File: src/rtl/pipeline_hazard_ctrl.sv
// Pipeline hazard controller: generates Default/Block/Bubble control for the PC and the
// four pipeline registers. It handles load-use interlocks, EX redirect flushes with a
// fetch-latency shadow, and multi-cycle data-memory waits with a sticky timeout flag.
module pipeline_hazard_ctrl #(
  parameter int unsigned FLUSH_CYCLES = 1,
  parameter int unsigned MEM_TIMEOUT  = 255,
  parameter int unsigned CNT_W        = 32,
  localparam int unsigned CTRL_W      = 2
) (
  input  logic              clk,
  input  logic              rst,
  input  logic [4:0]        id_rs1_addr_i,
  input  logic [4:0]        id_rs2_addr_i,
  input  logic              id_use_rs1_i,
  input  logic              id_use_rs2_i,
  input  logic [6:0]        ex_opcode_i,
  input  logic [4:0]        ex_rd_addr_i,
  input  logic              ex_wreg_i,
  input  logic              ex_redirect_i,
  input  logic              mem_req_i,
  input  logic              mem_ack_i,
  output logic [CTRL_W-1:0] ctrl_pc_o,
  output logic [CTRL_W-1:0] ctrl_if_id_o,
  output logic [CTRL_W-1:0] ctrl_id_ex_o,
  output logic [CTRL_W-1:0] ctrl_ex_mem_o,
  output logic [CTRL_W-1:0] ctrl_mem_wb_o,
  output logic              mem_timeout_o,
  output logic [CNT_W-1:0]  stall_cnt_o
);

  // Pipeline-register control encodings (shared with the datapath's defines).
  localparam logic [CTRL_W-1:0] CtrlDefault = 2'd0;
  localparam logic [CTRL_W-1:0] CtrlBlock   = 2'd1;
  localparam logic [CTRL_W-1:0] CtrlBubble  = 2'd2;

  localparam logic [6:0] OpcodeLoad = 7'b0000011;

  localparam logic [1:0] StRun     = 2'd0;
  localparam logic [1:0] StFlush   = 2'd1;
  localparam logic [1:0] StMemWait = 2'd2;

  localparam int unsigned FW = $clog2(FLUSH_CYCLES + 1);
  localparam int unsigned WW = $clog2(MEM_TIMEOUT + 1);

  localparam logic [FW-1:0] FlushReload = FW'(FLUSH_CYCLES - 1);
  localparam logic [WW-1:0] WaitMax     = WW'(MEM_TIMEOUT);

  logic [1:0]       state_q, state_d;
  logic [FW-1:0]    flush_cnt_q, flush_cnt_d;
  logic [WW-1:0]    wait_cnt_q, wait_cnt_d;
  logic             timeout_q, timeout_d;
  logic [CNT_W-1:0] stall_cnt_q, stall_cnt_d;

  logic [CTRL_W-1:0] pc_c, if_id_c, id_ex_c, ex_mem_c, mem_wb_c;
  logic              mem_stall;
  logic              load_use;

  assign mem_stall = mem_req_i & ~mem_ack_i;

  // rd == 0 never creates a dependency since x0 is hardwired.
  assign load_use = (ex_opcode_i == OpcodeLoad) && ex_wreg_i && (ex_rd_addr_i != 5'd0) &&
                    ((id_use_rs1_i && (id_rs1_addr_i == ex_rd_addr_i)) ||
                     (id_use_rs2_i && (id_rs2_addr_i == ex_rd_addr_i)));

  // Next-state logic and raw per-stage control decisions.
  always_comb begin
    state_d     = state_q;
    flush_cnt_d = flush_cnt_q;
    wait_cnt_d  = wait_cnt_q;
    pc_c        = CtrlDefault;
    if_id_c     = CtrlDefault;
    id_ex_c     = CtrlDefault;
    ex_mem_c    = CtrlDefault;
    mem_wb_c    = CtrlDefault;

    case (state_q)
      StRun: begin
        if (mem_stall) begin
          pc_c       = CtrlBlock;
          if_id_c    = CtrlBlock;
          id_ex_c    = CtrlBlock;
          ex_mem_c   = CtrlBlock;
          mem_wb_c   = CtrlBubble;
          state_d    = StMemWait;
          wait_cnt_d = WW'(1);
        end else if (ex_redirect_i) begin
          if_id_c = CtrlBubble;
          id_ex_c = CtrlBubble;
          if (FLUSH_CYCLES > 1) begin
            state_d     = StFlush;
            flush_cnt_d = FlushReload;
          end
        end else if (load_use) begin
          pc_c    = CtrlBlock;
          if_id_c = CtrlBlock;
          id_ex_c = CtrlBubble;
        end
      end

      StFlush: begin
        if (mem_stall) begin
          // Wrong-path slots are already bubbled, so the remaining flush is dropped.
          pc_c        = CtrlBlock;
          if_id_c     = CtrlBlock;
          id_ex_c     = CtrlBlock;
          ex_mem_c    = CtrlBlock;
          mem_wb_c    = CtrlBubble;
          state_d     = StMemWait;
          wait_cnt_d  = WW'(1);
          flush_cnt_d = '0;
        end else begin
          if_id_c = CtrlBubble;
          if (ex_redirect_i) begin
            id_ex_c     = CtrlBubble;
            flush_cnt_d = FlushReload;
          end else if (flush_cnt_q <= FW'(1)) begin
            state_d     = StRun;
            flush_cnt_d = '0;
          end else begin
            flush_cnt_d = flush_cnt_q - FW'(1);
          end
        end
      end

      StMemWait: begin
        if (mem_ack_i) begin
          state_d    = StRun;
          wait_cnt_d = '0;
        end else begin
          pc_c     = CtrlBlock;
          if_id_c  = CtrlBlock;
          id_ex_c  = CtrlBlock;
          ex_mem_c = CtrlBlock;
          mem_wb_c = CtrlBubble;
          if (wait_cnt_q != WaitMax) begin
            wait_cnt_d = wait_cnt_q + WW'(1);
          end
        end
      end

      default: begin
        state_d = StRun;
      end
    endcase
  end

  // Timeout latches once the wait count reaches the limit while the stall persists.
  always_comb begin
    timeout_d = timeout_q;
    if ((state_d == StMemWait) && (wait_cnt_d == WaitMax)) begin
      timeout_d = 1'b1;
    end
  end

  // Outputs are forced to Default while reset is held.
  always_comb begin
    ctrl_pc_o     = rst ? CtrlDefault : pc_c;
    ctrl_if_id_o  = rst ? CtrlDefault : if_id_c;
    ctrl_id_ex_o  = rst ? CtrlDefault : id_ex_c;
    ctrl_ex_mem_o = rst ? CtrlDefault : ex_mem_c;
    ctrl_mem_wb_o = rst ? CtrlDefault : mem_wb_c;
  end

  // Saturating count of cycles where the PC is held.
  always_comb begin
    stall_cnt_d = stall_cnt_q;
    if ((ctrl_pc_o == CtrlBlock) && (stall_cnt_q != {CNT_W{1'b1}})) begin
      stall_cnt_d = stall_cnt_q + CNT_W'(1);
    end
  end

  // State registers.
  always_ff @(posedge clk or posedge rst) begin
    if (rst) begin
      state_q     <= StRun;
      flush_cnt_q <= '0;
      wait_cnt_q  <= '0;
      timeout_q   <= 1'b0;
      stall_cnt_q <= '0;
    end else begin
      state_q     <= state_d;
      flush_cnt_q <= flush_cnt_d;
      wait_cnt_q  <= wait_cnt_d;
      timeout_q   <= timeout_d;
      stall_cnt_q <= stall_cnt_d;
    end
  end

  assign mem_timeout_o = timeout_q;
  assign stall_cnt_o   = stall_cnt_q;

endmodule

File: config.mk
export PLATFORM = sky130hd
export DESIGN_NAME = pipeline_hazard_ctrl
export DESIGN_NICKNAME = d
export VERILOG_FILES = /design/src/rtl/pipeline_hazard_ctrl.sv
export SDC_FILE = /design/constraint.sdc
export NUM_CORES = 1
export LEC_CHECK = 0
export ABC_AREA = 0
export CORE_ASPECT_RATIO = 0.7
export CORE_MARGIN = 2
export CORE_UTILIZATION = 25
export CTS_CLUSTER_DIAMETER = 50
export CTS_CLUSTER_SIZE = 16
export DETAILED_ROUTE_END_ITERATION = 6
export GPL_ROUTABILITY_DRIVEN = 0
export SLEW_MARGIN = 20
export SYNTH_ARGS = -nofsm -noshare
export SYNTH_HDL_FRONTEND = slang
export SYNTH_SLANG_ARGS = --single-unit
File: constraint.sdc
create_clock -name clk -period 6.27 [get_ports clk]
set_input_delay 1.254 -clock clk [delete_from_list [all_inputs] [get_ports clk]]
set_output_delay 1.254 -clock clk [all_outputs]
set_load 0.01 [all_outputs]
==> results_dict.tcl <==
set metrics [dict create \
    fmax_mhz 215 \
    p_per_area_mw_per_mm2 211 \
    min_path_type "register to register" \
    holdWs_ns 0.476 \
    cts_buffers 5 \
    worst_ir_drop_vdd_mv 0.0839 \
    num-fill-cells 996 \
    cp_max_fo 34 \
    required_ns 5.02 \
    rows 30 \
    seqPwrFrac_pct 44.9 \
    place_area_mm2 0.00328 \
    max_slew.worst_pin.slew_ns 0.654 \
    root_buffer "clkbuf_16" \
    synthToLayoutAreaGrowth_pct 35.9 \
    initial_utilization_pct 25.9 \
    clock_latency_ns 0.28 \
    drive_gt1_share_pct 6.06 \
    place_ws_ns 1.61 \
    p_leak_nw 1.31 \
    cts_sinks 43 \
    yosysWarningCount 0 \
    cts_tree "yes" \
    io_pins 73 \
    finalHoldViolCount 0 \
    die_area_mm2 0.0109 \
    worstSetupEndpointType "output port" \
    cts_resized 0 \
    antenna_found_initial 0 \
    num_vias 2138 \
    avgSynthCellArea_um2 9.49 \
    diodes 0 \
    p_clk_share_pct 34.7 \
    vias_per_cell 4.67 \
    overflow 0 \
    switchingPower_uw 201 \
    switching_share_pct 27.8 \
    grt_max_degree 45 \
    dp_cells 450 \
    fin_util_pct 35.1 \
    grt_first_pass_wirelength_um 10400 \
    min_period_ns 4.65 \
    detail_route.wl_per_cell_um 14.0 \
    ctsHoldBuffers 0 \
    cts.clk_slew.worst_paths_ns 0.06 \
    die_width_um 124 \
    rsz0062_at_grt "false" \
    synthArstFlopShare_pct 100 \
    ys.flop_type "dfrtp_1" \
    combinationalPowerShare_pct 20.4 \
    seq_area_frac_synth_pct 42.8 \
    maxSlewViolCount 0 \
    finalSetupTns_ns 0 \
    first_global_vias 2096 \
    clockBufferDepth 2 \
    die-height_um 87.9 \
    grt_usage_pct 12.3 \
    power_uw 720 \
    status "finished, final reports clean" \
    synth.distinct_cells 44 \
    cp.arrival_ns 3.39 \
    htreeDepth 2 \
    finalSetupViolCount 0 \
    p_int_uw 520 \
    dp_hpwl_um 4870 \
    ys_seq_elements 43 \
    slew_headroom_pct 56.2 \
    final.period_utilization_pct 74.1 \
    nets 361 \
    drt_pass1_iterations 5 \
    ant_nets 0 \
    cp-start-kind "primary input" \
    syn_area_mm2 0.00251 \
    finClkSkew_ns 0.00504 \
    setup_ws_ns 1.62 \
    port_buffers 69 \
    post_cts_buffers 0 \
    synthCells 265 \
    maxCapViolations 0 \
    crit_type "primary input to output port" \
    core_mm2 0.00972 \
    drtIter0Drc 97 \
    routed_wl_um 6420 \
    synth-edff-count 0 \
    fin_cells 458 \
    design_area_mm2 0.00342 \
    route.detailed.drc 0 \
]
==> cells in the final DEF (no fill, tap or decap), drive strengths merged, types with 4 or more instances in the layout <==
master,n
clkbuf,7
clkdlybuf4s50,69
nor4,4
nor3,13
nor2,8
nand4,18
nand3,19
xnor2,40
nand2,34
dfrtp,43
a21oi,11
and3,15
o21ai,6
==> cell usage after synthesis, types with 3 or more instances <==
cell type	instances	area (µm²)
dfrtp_1	43	1080
xnor2_1	40	350
nand2_1	34	128
nand3_1	18	90.1
nand4_1	18	113
and3_1	15	93.8
a21oi_1	11	55.1
nor3_1	11	55.1
buf_4	7	52.6
nor2_1	6	22.5
o21ai_0	6	30.0
and2_1	3	18.8
and4_1	3	26.3
buf_2	3	15.0
clkbuf_1	3	11.3
nand2b_1	3	18.8
nand3b_1	3	22.5
==> kinds of logic (layout without fill, tap and decap cells) <==
family	count (synthesis)	after routing	synth area share, %
and+or+nand+nor	130	130	29.0
DFF	43	43	42.8
xor gates and xnor gates	40	40	13.9
AOI/OAI and AO/OA	31	31	8.31
buffers and inverters	17	80	4.33
adders and majority gates	2	2	0.995
other	1	3	0.149
muxes	1	1	0.448
==> state kept, by name, indices dropped and copies added (netlist names) <==
register / flops
wait_cnt_q: 8
mem_timeout_o: 1
state_q: 2
stall_cnt_o: 32
==> critical path, stage by stage <==
cell             delay (ns)
clkdlybuf4s50_1        0.57
xnor2_1                0.15
nand4_1                0.11
o22ai_1                0.23
a31o_4                 0.45
clkdlybuf4s50_1        0.61
==> routing by layer <==
metal  part of all wire, %  global-route usage (%)  up-vias
li1                      -                       -     1070
met1                    51                    17.5     1009
met2                    41                    17.8       54
met3                   6.0                    3.78        5
met4                   1.3                    4.03        0
met5                     0                       0        -
==> cell type report <==
class                      instances  area, µm²  area share (%)
sequential                        43       1080            31.5
timing repair buffer              70        698            20.4
inverter                           2       7.51           0.220
tap                              128        160            4.69
clock buffer                       7        133            3.88
multi-input combinational        207       1340            39.1
clock inverter                     1       5.00           0.147
==> path summary, 6_finish.rpt <==
path,startpoint,endpoint,slack [ns],cells after the start
setup / recovery,ex_rd_addr_i[0],ctrl_if_id_o[0],1.62,6
hold / removal,mem_timeout_o$_DFFE_PP0P_,mem_timeout_o$_DFFE_PP0P_,0.48,1
setup reg to reg,stall_cnt_o[16]$_DFFE_PP0P_,stall_cnt_o[1]$_DFFE_PP0P_,3.83,5
hold reg to reg,mem_timeout_o$_DFFE_PP0P_,mem_timeout_o$_DFFE_PP0P_,0.48,1
max in group asynchronous,rst,stall_cnt_o[11]$_DFFE_PP0P_,4.36,3
min in group asynchronous,rst,state_q[1]$_DFF_PP0_,1.52,3
==> power groups by stage <==
stage               clock, mW  combinational, mW  sequential [mW]
floorplan                   0             0.0723            0.329
global route            0.273              0.162            0.327
global placement            0              0.145            0.327
detailed placement          0              0.148            0.329
finish                  0.250              0.147            0.324
CTS                     0.258              0.149            0.324
(Power assumes the default switching activity.)
